### config.mk
export PLATFORM = sky130hd
export DESIGN_NAME = rx_ctrl
export DESIGN_NICKNAME = d
export VERILOG_FILES = /design/src/rtl/rx_ctrl.sv
export SDC_FILE = /design/constraint.sdc
export NUM_CORES = 1
export LEC_CHECK = 0
export BUFFER_PORTS_ARGS = -buffer_cell sky130_fd_sc_hd__buf_2
export CORE_UTILIZATION = 53
export DETAILED_ROUTE_END_ITERATION = 10
export PLACE_DENSITY = 0.75
export SYNTH_ARGS = -nofsm -noshare
export SYNTH_HDL_FRONTEND = slang
export SYNTH_SLANG_ARGS = --single-unit
### constraint.sdc
create_clock -name sys_clk -period 2.21 [get_ports sys_clk]
set_input_delay 0.442 -clock sys_clk [delete_from_list [all_inputs] [get_ports sys_clk]]
set_output_delay 0.442 -clock sys_clk [all_outputs]
set_load 0.01 [all_outputs]
### src/rtl/rx_ctrl.sv
// Receive controller: syncs receiver busy, captures each frame's byte at frame end, queues good bytes.
// Latency: byte visible on out_data 3 sys_clk edges after rx_busy is first sampled low; zero read latency at head.
// Backpressure: out_valid/out_ready handshake; a good byte arriving when full (with no same-cycle pop) is dropped and flags overrun.
//
// Ports:
//   sys_clk, rst_n      - clock, async active-low reset
//   enable              - 1 = accept frames, 0 = idle (FIFO keeps its contents and can still be drained)
//   rx_busy             - receiver busy flag (asynchronous, double-flopped here)
//   rx_data, rx_parity_ok - receiver byte and parity result, stable while rx_busy = 0
//   out_data, out_valid, out_ready - FIFO head and handshake
//   fifo_count          - FIFO occupancy
//   overrun, parity_err_cnt, clear_stats - sticky overrun, saturating bad-parity count, clear pulse
module rx_ctrl #(
    parameter int DEPTH = 4
) (
    input  logic                     sys_clk,
    input  logic                     rst_n,
    input  logic                     enable,
    input  logic                     rx_busy,
    input  logic [7:0]               rx_data,
    input  logic                     rx_parity_ok,
    output logic [7:0]               out_data,
    output logic                     out_valid,
    input  logic                     out_ready,
    output logic [$clog2(DEPTH):0]   fifo_count,
    output logic                     overrun,
    output logic [7:0]               parity_err_cnt,
    input  logic                     clear_stats
);

    localparam int PW = $clog2(DEPTH);
    localparam int CW = PW + 1;

    typedef enum logic [1:0] {
        S_OFF     = 2'd0,
        S_IDLE    = 2'd1,
        S_RECV    = 2'd2,
        S_CAPTURE = 2'd3
    } state_t;

    state_t          state;
    logic            busy_meta;
    logic            busy_s;
    logic [7:0]      mem [DEPTH];
    logic [PW-1:0]   wr_ptr;
    logic [PW-1:0]   rd_ptr;
    logic [CW-1:0]   count;

    logic            capture;
    logic            cap_good;
    logic            cap_bad;
    logic            full;
    logic            pop;
    logic            push;
    logic            ovr_set;

    // The receiver runs off its own clock, so busy is only trusted after two flops.
    always_ff @(posedge sys_clk or negedge rst_n) begin
        if (!rst_n) begin
            busy_meta <= 1'b0;
            busy_s    <= 1'b0;
        end else begin
            busy_meta <= rx_busy;
            busy_s    <= busy_meta;
        end
    end

    // Control FSM. Waiting in OFF for busy_s = 0 skips a frame already in flight
    // when enable rises, so we never capture a partial frame.
    always_ff @(posedge sys_clk or negedge rst_n) begin
        if (!rst_n) begin
            state <= S_OFF;
        end else if (!enable) begin
            state <= S_OFF;
        end else begin
            unique case (state)
                S_OFF:     if (!busy_s) state <= S_IDLE;
                S_IDLE:    if (busy_s)  state <= S_RECV;
                S_RECV:    if (!busy_s) state <= S_CAPTURE;
                S_CAPTURE: state <= S_IDLE;
                default:   state <= S_OFF;
            endcase
        end
    end

    // The CAPTURE cycle is when rx_data/rx_parity_ok are consumed.
    assign capture  = (state == S_CAPTURE);
    assign cap_good = capture &  rx_parity_ok;
    assign cap_bad  = capture & ~rx_parity_ok;

    assign out_valid = (count != '0);
    assign pop       = out_valid & out_ready;
    assign full      = (count == CW'(DEPTH));
    // A pop in the same cycle frees the head slot, so a full FIFO can still take the byte.
    assign push      = cap_good & (~full | pop);
    assign ovr_set   = cap_good & full & ~pop;

    // Stale memory is masked so the head reads zero whenever the FIFO is empty.
    assign out_data   = out_valid ? mem[rd_ptr] : 8'h00;
    assign fifo_count = count;

    always_ff @(posedge sys_clk) begin
        if (push) begin
            mem[wr_ptr] <= rx_data;
        end
    end

    // DEPTH is a power of two, so the pointers wrap by natural overflow.
    always_ff @(posedge sys_clk or negedge rst_n) begin
        if (!rst_n) begin
            wr_ptr <= '0;
            rd_ptr <= '0;
            count  <= '0;
        end else begin
            if (push) wr_ptr <= wr_ptr + 1'b1;
            if (pop)  rd_ptr <= rd_ptr + 1'b1;
            unique case ({push, pop})
                2'b10:   count <= count + 1'b1;
                2'b01:   count <= count - 1'b1;
                default: count <= count;
            endcase
        end
    end

    // clear_stats wins over a same-cycle increment or overrun; that event is discarded.
    always_ff @(posedge sys_clk or negedge rst_n) begin
        if (!rst_n) begin
            overrun        <= 1'b0;
            parity_err_cnt <= 8'h00;
        end else if (clear_stats) begin
            overrun        <= 1'b0;
            parity_err_cnt <= 8'h00;
        end else begin
            if (ovr_set) overrun <= 1'b1;
            if (cap_bad && parity_err_cnt != 8'hFF) parity_err_cnt <= parity_err_cnt + 1'b1;
        end
    end

endmodule

==> results.md, run 1 <==
* Status: finished with violations
* Failing checks: DRC
* Max transition margin at 68.1%
* Compound-gate portion of the synthesized area at 6.57%
* Worst EP required at roughly 1800 ps
* Combinational family with the most area after synthesis: simple AND/OR/NAND/NOR gates
* Via Count at 1570
* Drt wl/cell at between 15 and 20 um
* Final Hold Fails at 0
* EDFF count, synth at 32
* Filler cells at 345
* DIE AREA at 5020 um2
* Reg2Reg Capture Point: fifo_count[2]
* Mapped Area at 2510 um2
* Synth Area in Simple Gates at 15.2%
* Antenna violations before repair at 0
* Pwr Density at a little under 1000 nW/um2
* Inserted Clock Buffers at 5
* 1st-pass router iterations at 8
* Max-cap violations at 0
* Period utilisation layout at 98.2%
* Met3 usage at 3.56%
* Hold-fix buffers, CTS at 0
* Reg2Reg Launch Point: state[0]
* H-tree levels at 2
* Iteration-0 DRC Markers at 88
* Post-synth ARST share at 38.5%
* Port bufs at 35
* Vias in the first global route at 1598
* Die outline height at roughly 71 um
* Routing usage on met2 at 32.7%
* Peak supply drop at 0.483 mV
* Die width at ~70 um
* R2R depth at 7
* Post-synthesis mux area share at 9.46%
* Post-Synth Adder-Cell Area at 5.28%
* Clock Sinks at 52
* Post-DP HPWL at 3230 um
* Max FO, Critical Path at 11
* Area Growth Syn to Fin at 11.7%
* Tmin final at 2170 ps
* Synth Area in XOR/XNOR at between 1 and 1.5%
* Syn Inst Count at 179
* Core area at 4440 um2
* Setup TNS at 0 ps
* Worst slew pin tran at between 400 and 500 ps
* Static leakage at 0.00112 uW
* # IOs at 36
* GR peak layer: met2
* Antenna fix cells at 0
* Final wirelength at 4680 um
* Clk pin slew, worst setup/hold paths at 100 ps
* Syn avg cell area at approximately 14 um2
* Share of cells above drive strength 1 at 29.5%
* TritonCTS clock tree: built
* Root Driver: clkbuf_8
* R2R setup slack at 250 ps
* Largest net degree at the start of global routing at 21
* Crit Path Class: flip-flop to primary output
* Final setup violation count at 0
* First-pass GRT wire length at 7570 um
* Congestion Overflow GR at 0
* Routed vias/inst at between 5 and 6
* Sequential area share after synthesis at 58.2%
* Crit start category: flip-flop
* RSZ-0062 raised after global routing: false
* Starting Density at 56.5%
* Nets@finish at around 240
* Global-route track usage on met1 at 27.0%
* Area occupied by multi-input gates at 952 um2
* Final number of max-transition violations at 0
* All-layer global routing usage at between 20% and 30%
* Rows at 24
* Worst-Skew Late Latency at 310 ps
* CP Capture Type: primary output
* Crit path DAT at between 1500 and 2000 ps
* Ys flop type: edfxtp_1
* Syn nets at roughly 200
* Synth warnings at 0
* DRT antenna net count at 0
* Flop and latch count out of synthesis at 52
* Final GP Congestion at 0.837
* Fmax achieved at 0.461 GHz
* DRC at 4
* Clk buf depth at 2
* Synth cell types at 47
* Setup Skew at 10.1 ps
* Final core utilization at 63.1%
* Worst Hold Class: input port to asynchronous set/reset pin
* FF+latch area at 1460 um2
## cells by family after synthesis
family | Yosys count
AOI/OAI and AO/OA | 24
xor gates and xnor gates | 4
adders and majority gates | 10
buffers and inverters | 17
DFF | 52
muxes | 13
and+or+nand+nor | 59
## report_power, final
group,leakage [uW],internal [uW],total (uW),switching (uW)
Combinational,0.000528,500,938,438
Clock,0.0000485,228,557,330
Sequential,0.000545,1120,1250,137
Total,0.00112,1850,2750,905
## repair_timing
action / 4_1_cts / 5_1_grt
buffers inserted: 0 / 0
resized for setup: 0 / 2
setup endpoints to repair: 0 / 5
## flip-flops by register name, summed over array words and instances, names as in the netlist
register,flops
overrun,1
busy_meta,1
state,2
wr_ptr,2
busy_s,1
parity_err_cnt,8
fifo_count,3
mem,32
rd_ptr,2
## worst max-delay path, cell delays in order (launching register included)
cell     delay, ps
dfrtp_1        510
or3_1          440
buf_4          200
and2_1         140
buf_2          140
## how the worst max path moves through the flow
stage | cells past startpoint | from | to | slack [ps]
floorplan | 7 | fifo_count[1] | fifo_count[2] | 250
global placement | 7 | rx_parity_ok | fifo_count[2] | 320
detailed placement | 7 | rx_parity_ok | fifo_count[2] | 230
CTS | 4 | rd_ptr[0] | out_data[6] | 40
global route | 4 | fifo_count[0] | out_data[6] | 4
finish | 4 | fifo_count[0] | out_data[6] | 40
## Yosys cell counts, types with 3 or more instances
master / instances / area [um2]
edfxtp_1: 32 / 961
dfrtp_1: 20 / 500
and2_1: 12 / 75.1
ha_1: 9 / 113
inv_1: 9 / 33.8
mux4_2: 8 / 180
nand3_1: 6 / 30.0
o21ai_0: 6 / 30.0
a31oi_1: 5 / 31.3
nor2b_1: 5 / 31.3
or3_1: 5 / 31.3
nand2_1: 4 / 15.0
nand2b_1: 4 / 25.0
buf_4: 3 / 22.5
buf_6: 3 / 33.8
nand3b_1: 3 / 22.5
nor2_1: 3 / 11.3
nor3_1: 3 / 15.0
xnor2_1: 3 / 26.3
## cells in the final DEF (no fill, tap or decap), drive strengths merged, types with 3 or more instances in the layout
master	instances
ha	9
clkbuf	5
buf	38
nand3	6
nand3b	3
nand2	4
or3	5
nor3	3
a21oi	3
a31oi	5
xnor2	3
mux2	3
o21ai	6
and2	13
mux4	8
inv	10
edfxtp	32
nor2	4
nor2b	5
dfrtp	20
nand2b	4
## per-layer routing
metal / share of wire [%] / up-vias
met3: 4.8 / 7
met5: 0 / -
met2: 49 / 47
li1: - / 734
met4: 1.4 / 0
met1: 45 / 782
## metrics by stage
| step | total power, uW | cell area [um2] | hold slack [ps] | std cells | setup slack, ps |
|---|---|---|---|---|---|
| after floorplan | 1920 | 2510 | 146 | 179 | 249 |
| after global placement | 2130 | 2710 | 332 | 261 | 323 |
| after detailed placement | 2210 | 2710 | 340 | 261 | 235 |
| after CTS | 2760 | 2800 | 81.3 | 269 | 38.7 |
| after global routing | 2900 | 2810 | 102 | 269 | 4.39 |
| final | 2750 | 2810 | 72.8 | 269 | 40.7 |
## cell type report
type	instances	share of cell area [%]
clock inverters	3	0.802
multi-input cells	110	33.9
clock buffers	5	2.45
well taps	52	2.32
inverters	9	1.20
flip-flops and latches	52	52.1
repair buffers	38	7.18
No activity file was read; power rests on OpenSTA's default activity.
==> run 2: changes to the inputs <==
- CELL_PAD_IN_SITES_DETAIL_PLACEMENT: default -> 1
- CELL_PAD_IN_SITES_GLOBAL_PLACEMENT: default -> 1
- CORE_UTILIZATION: 53 -> 46
- PLACE_DENSITY: 0.75 -> 0.78
==> run 2 against run 1 <==
- the flow now finishes without violations
- clock skew decreased by 1.8 ps
- sequential cell count did not move
- cell count rose by 7.8%
- clock power barely moved
- global-route usage grew 0.057 points
- largest power group unchanged
- combinational power rose by 7%
- wire length is 12% higher
- worst hold slack improved by 1.2 ps
- critical path depth is the same
- cell area up 1.8%
- clock-buffer cell count is the same
==> results.md, run 2 (same netlist as run 1, synthesis figures left out) <==
* Status: finished, final reports clean
* Final GP Congestion at 0.708 (-15%)
* All-layer global routing usage at 20.1% (+0.057 points)
* Largest Register: mem
* Nets@finish at 244 (+1.2%)
* Worst-Skew Late Latency at 310 ps (about the same)
* Antenna violations before repair at 0 (unchanged)
* RSZ-0062 raised after global routing: false
* Crit start category: flip-flop
* Area Growth Syn to Fin at 13.7%
* Die outline height at 75.9 um (+7.1%)
* Via Count at 1590 (+1.3%)
* Fmax achieved at 0.469 GHz (+1.8%)
* Worst EP required at 1770 ps (about the same)
* Final setup violation count at 0 (unchanged)
* CP startpoint: rd_ptr[0]
* Iteration-0 DRC Markers at 90 (+2.3%)
* Worst slew pin tran at 490 ps (+10.7 ps)
* Most common cell after layout, fill and taps aside: buf_2
* Filler cells at 529 (+53%)
* Clk buf depth at 2 (unchanged)
* Largest net degree at the start of global routing at 21 (unchanged)
* 1st-pass router iterations at 4 (-4)
* Period utilisation layout at 96.4% (-1.7 points)
* Commonest non-fill, non-tap cells in the layout: 35 x buf_2, 32 x edfxtp_1, 18 x dfrtp_1
* CP cell instances: buf_8, mux4_2, and2_1, buf_2
* DRT antenna net count at 0 (unchanged)
* Core area at 5170 um2 (+16%)
* Crit path DAT at 1690 ps (-40 ps)
* H-tree levels at 2 (unchanged)
* Slowest cell on crit path: mux4_2
* CP delay by family, top: multiplexers
* Max FO, Critical Path at 10 (-1)
* Reg2Reg Capture Point: fifo_count[2]
* DRC at 0 (-4)
* R2R depth at 7 (unchanged)
* Tmin final at 2130 ps (-38.1 ps)
* Vias in the first global route at 1767 (+11%)
* TritonCTS clock tree: built
* Final Hold Fails at 0 (unchanged)
* Congestion Overflow GR at 0 (unchanged)
* Placed cell count at 280 (+7.3%)
* First-pass GRT wire length at 8880 um (+17%)
* Crit path to: out_data[5]
* Buf/Inv on CP at 2 (unchanged)
* Peak supply drop at 0.443 mV (-8.3%)
* DIE AREA at 5760 um2 (+15%)
* R2R setup slack at 210 ps (-40 ps)
* Crit Path Class: flip-flop to primary output
* Final number of max-transition violations at 0 (unchanged)
* Reg2Reg Launch Point: state[0]
* Final wirelength at 5230 um (+12%)
* Setup TNS at 0 ps (unchanged)
* Drt wl/cell at 18.0 um (+3.7%)
* Antenna fix cells at 0 (unchanged)
* Post-route non-filler standard cell count at 290 (+7.8%)
* Clock Sinks at 52 (unchanged)
* CP Capture Type: primary output
* Routed vias/inst at 5.48 (-6.1%)
* Root Driver: clkbuf_8
* # IOs at 36 (unchanged)
* DP Area at 2740 um2 (+1.1%)
* Setup Skew at 8.29 ps (-1.80 ps)
* Share of cells above drive strength 1 at 30.9% (+1.4 points)
* Static leakage at 0.00114 uW (+1.3%)
* Die width at 75.9 um (+7.1%)
* Worst Hold Class: input port to asynchronous set/reset pin
* Port bufs at 35 (unchanged)
* Starting Density at 48.6% (-8.0 points)
* Biggest cell delay along the critical path at 510 ps (about the same)
* Post-DP HPWL at 3850 um (+19%)
* Max transition margin at 67.4% (-0.71 points)
* Pwr Density at 986 nW/um2 (+0.57%)
* Inserted Clock Buffers at 5 (unchanged)
* Largest register FFs at 32 (unchanged)
* Clk pin slew, worst setup/hold paths at 100 ps (about the same)
* Stages on worst setup path at 4 (unchanged)
* Hold-fix buffers, CTS at 0 (unchanged)
* Post-route cell area at 2860 um2 (+1.8%)
* Max-cap violations at 0 (unchanged)
* Rows at 26 (+8.3%)
[run 2: cell types whose count changed in the layout (fill, tap and decap cells not counted), sizes merged]
cell  delta
buf      +3
[run 2: metrics by stage]
stage / hold slack [ps] / total power [uW] / setup slack (ps) / util, %
2_1_floorplan: 146 / 1920 / 249 / -
3_3_place_gp: 334 / 2130 / 351 / 53.0
3_5_place_dp: 337 / 2250 / 226 / 53.0
4_1_cts: 82.5 / 2800 / 18.2 / 54.7
5_1_grt: 97.5 / 2990 / 7.47 / 55.2
6_report: 74.1 / 2820 / 78.9 / 55.2
[run 2: how the worst min path moves through the flow]
stage	to	slack, ps	depth (start not counted)	start
global route	rd_ptr[1]	100	1	rst_n
floorplan	busy_meta	150	0	rst_n
finish	rd_ptr[1]	70	1	rst_n
global placement	busy_s	330	0	busy_meta
CTS	rd_ptr[1]	80	1	rst_n
detailed placement	busy_s	340	0	busy_meta
[run 2: worst reg2reg max path, delay by kind of cell, from the launching register on]
family          cells  cell delay [ps]
flops               1              410
simple gates        3              490
compound gates      2              400
fa+ha+maj           2              630
[run 2: power by group]
group | switching [uW] | internal [uW]
Sequential | 135 | 1120
Combinational | 469 | 532
Clock | 331 | 228
[run 2: final cells by class]
cell class / instances / area, um2 / area share, %
multi-input cells: 110 / 952 / 33.3
inverters: 9 / 33.8 / 1.18
clock buffers: 5 / 68.8 / 2.41
flip-flops and latches: 52 / 1460 / 51.2
well taps: 70 / 87.6 / 3.07
repair buffers: 41 / 228 / 7.97
clock inverters: 3 / 22.5 / 0.788
[run 2: metal layers]
metal,vias to the layer above,share of wire (%),wire [um],track usage (%)
li1,741,-,-,-
met1,813,42,2170,24.9
met2,30,54,2830,35.0
met3,6,3.3,174,4.82
met4,0,0.98,51,6.15
met5,-,0,0,0
[run 2: repair_timing]
item,4_1_cts,5_1_grt
resized for setup,0,4
setup endpoints to repair,0,8
buffers inserted,0,2
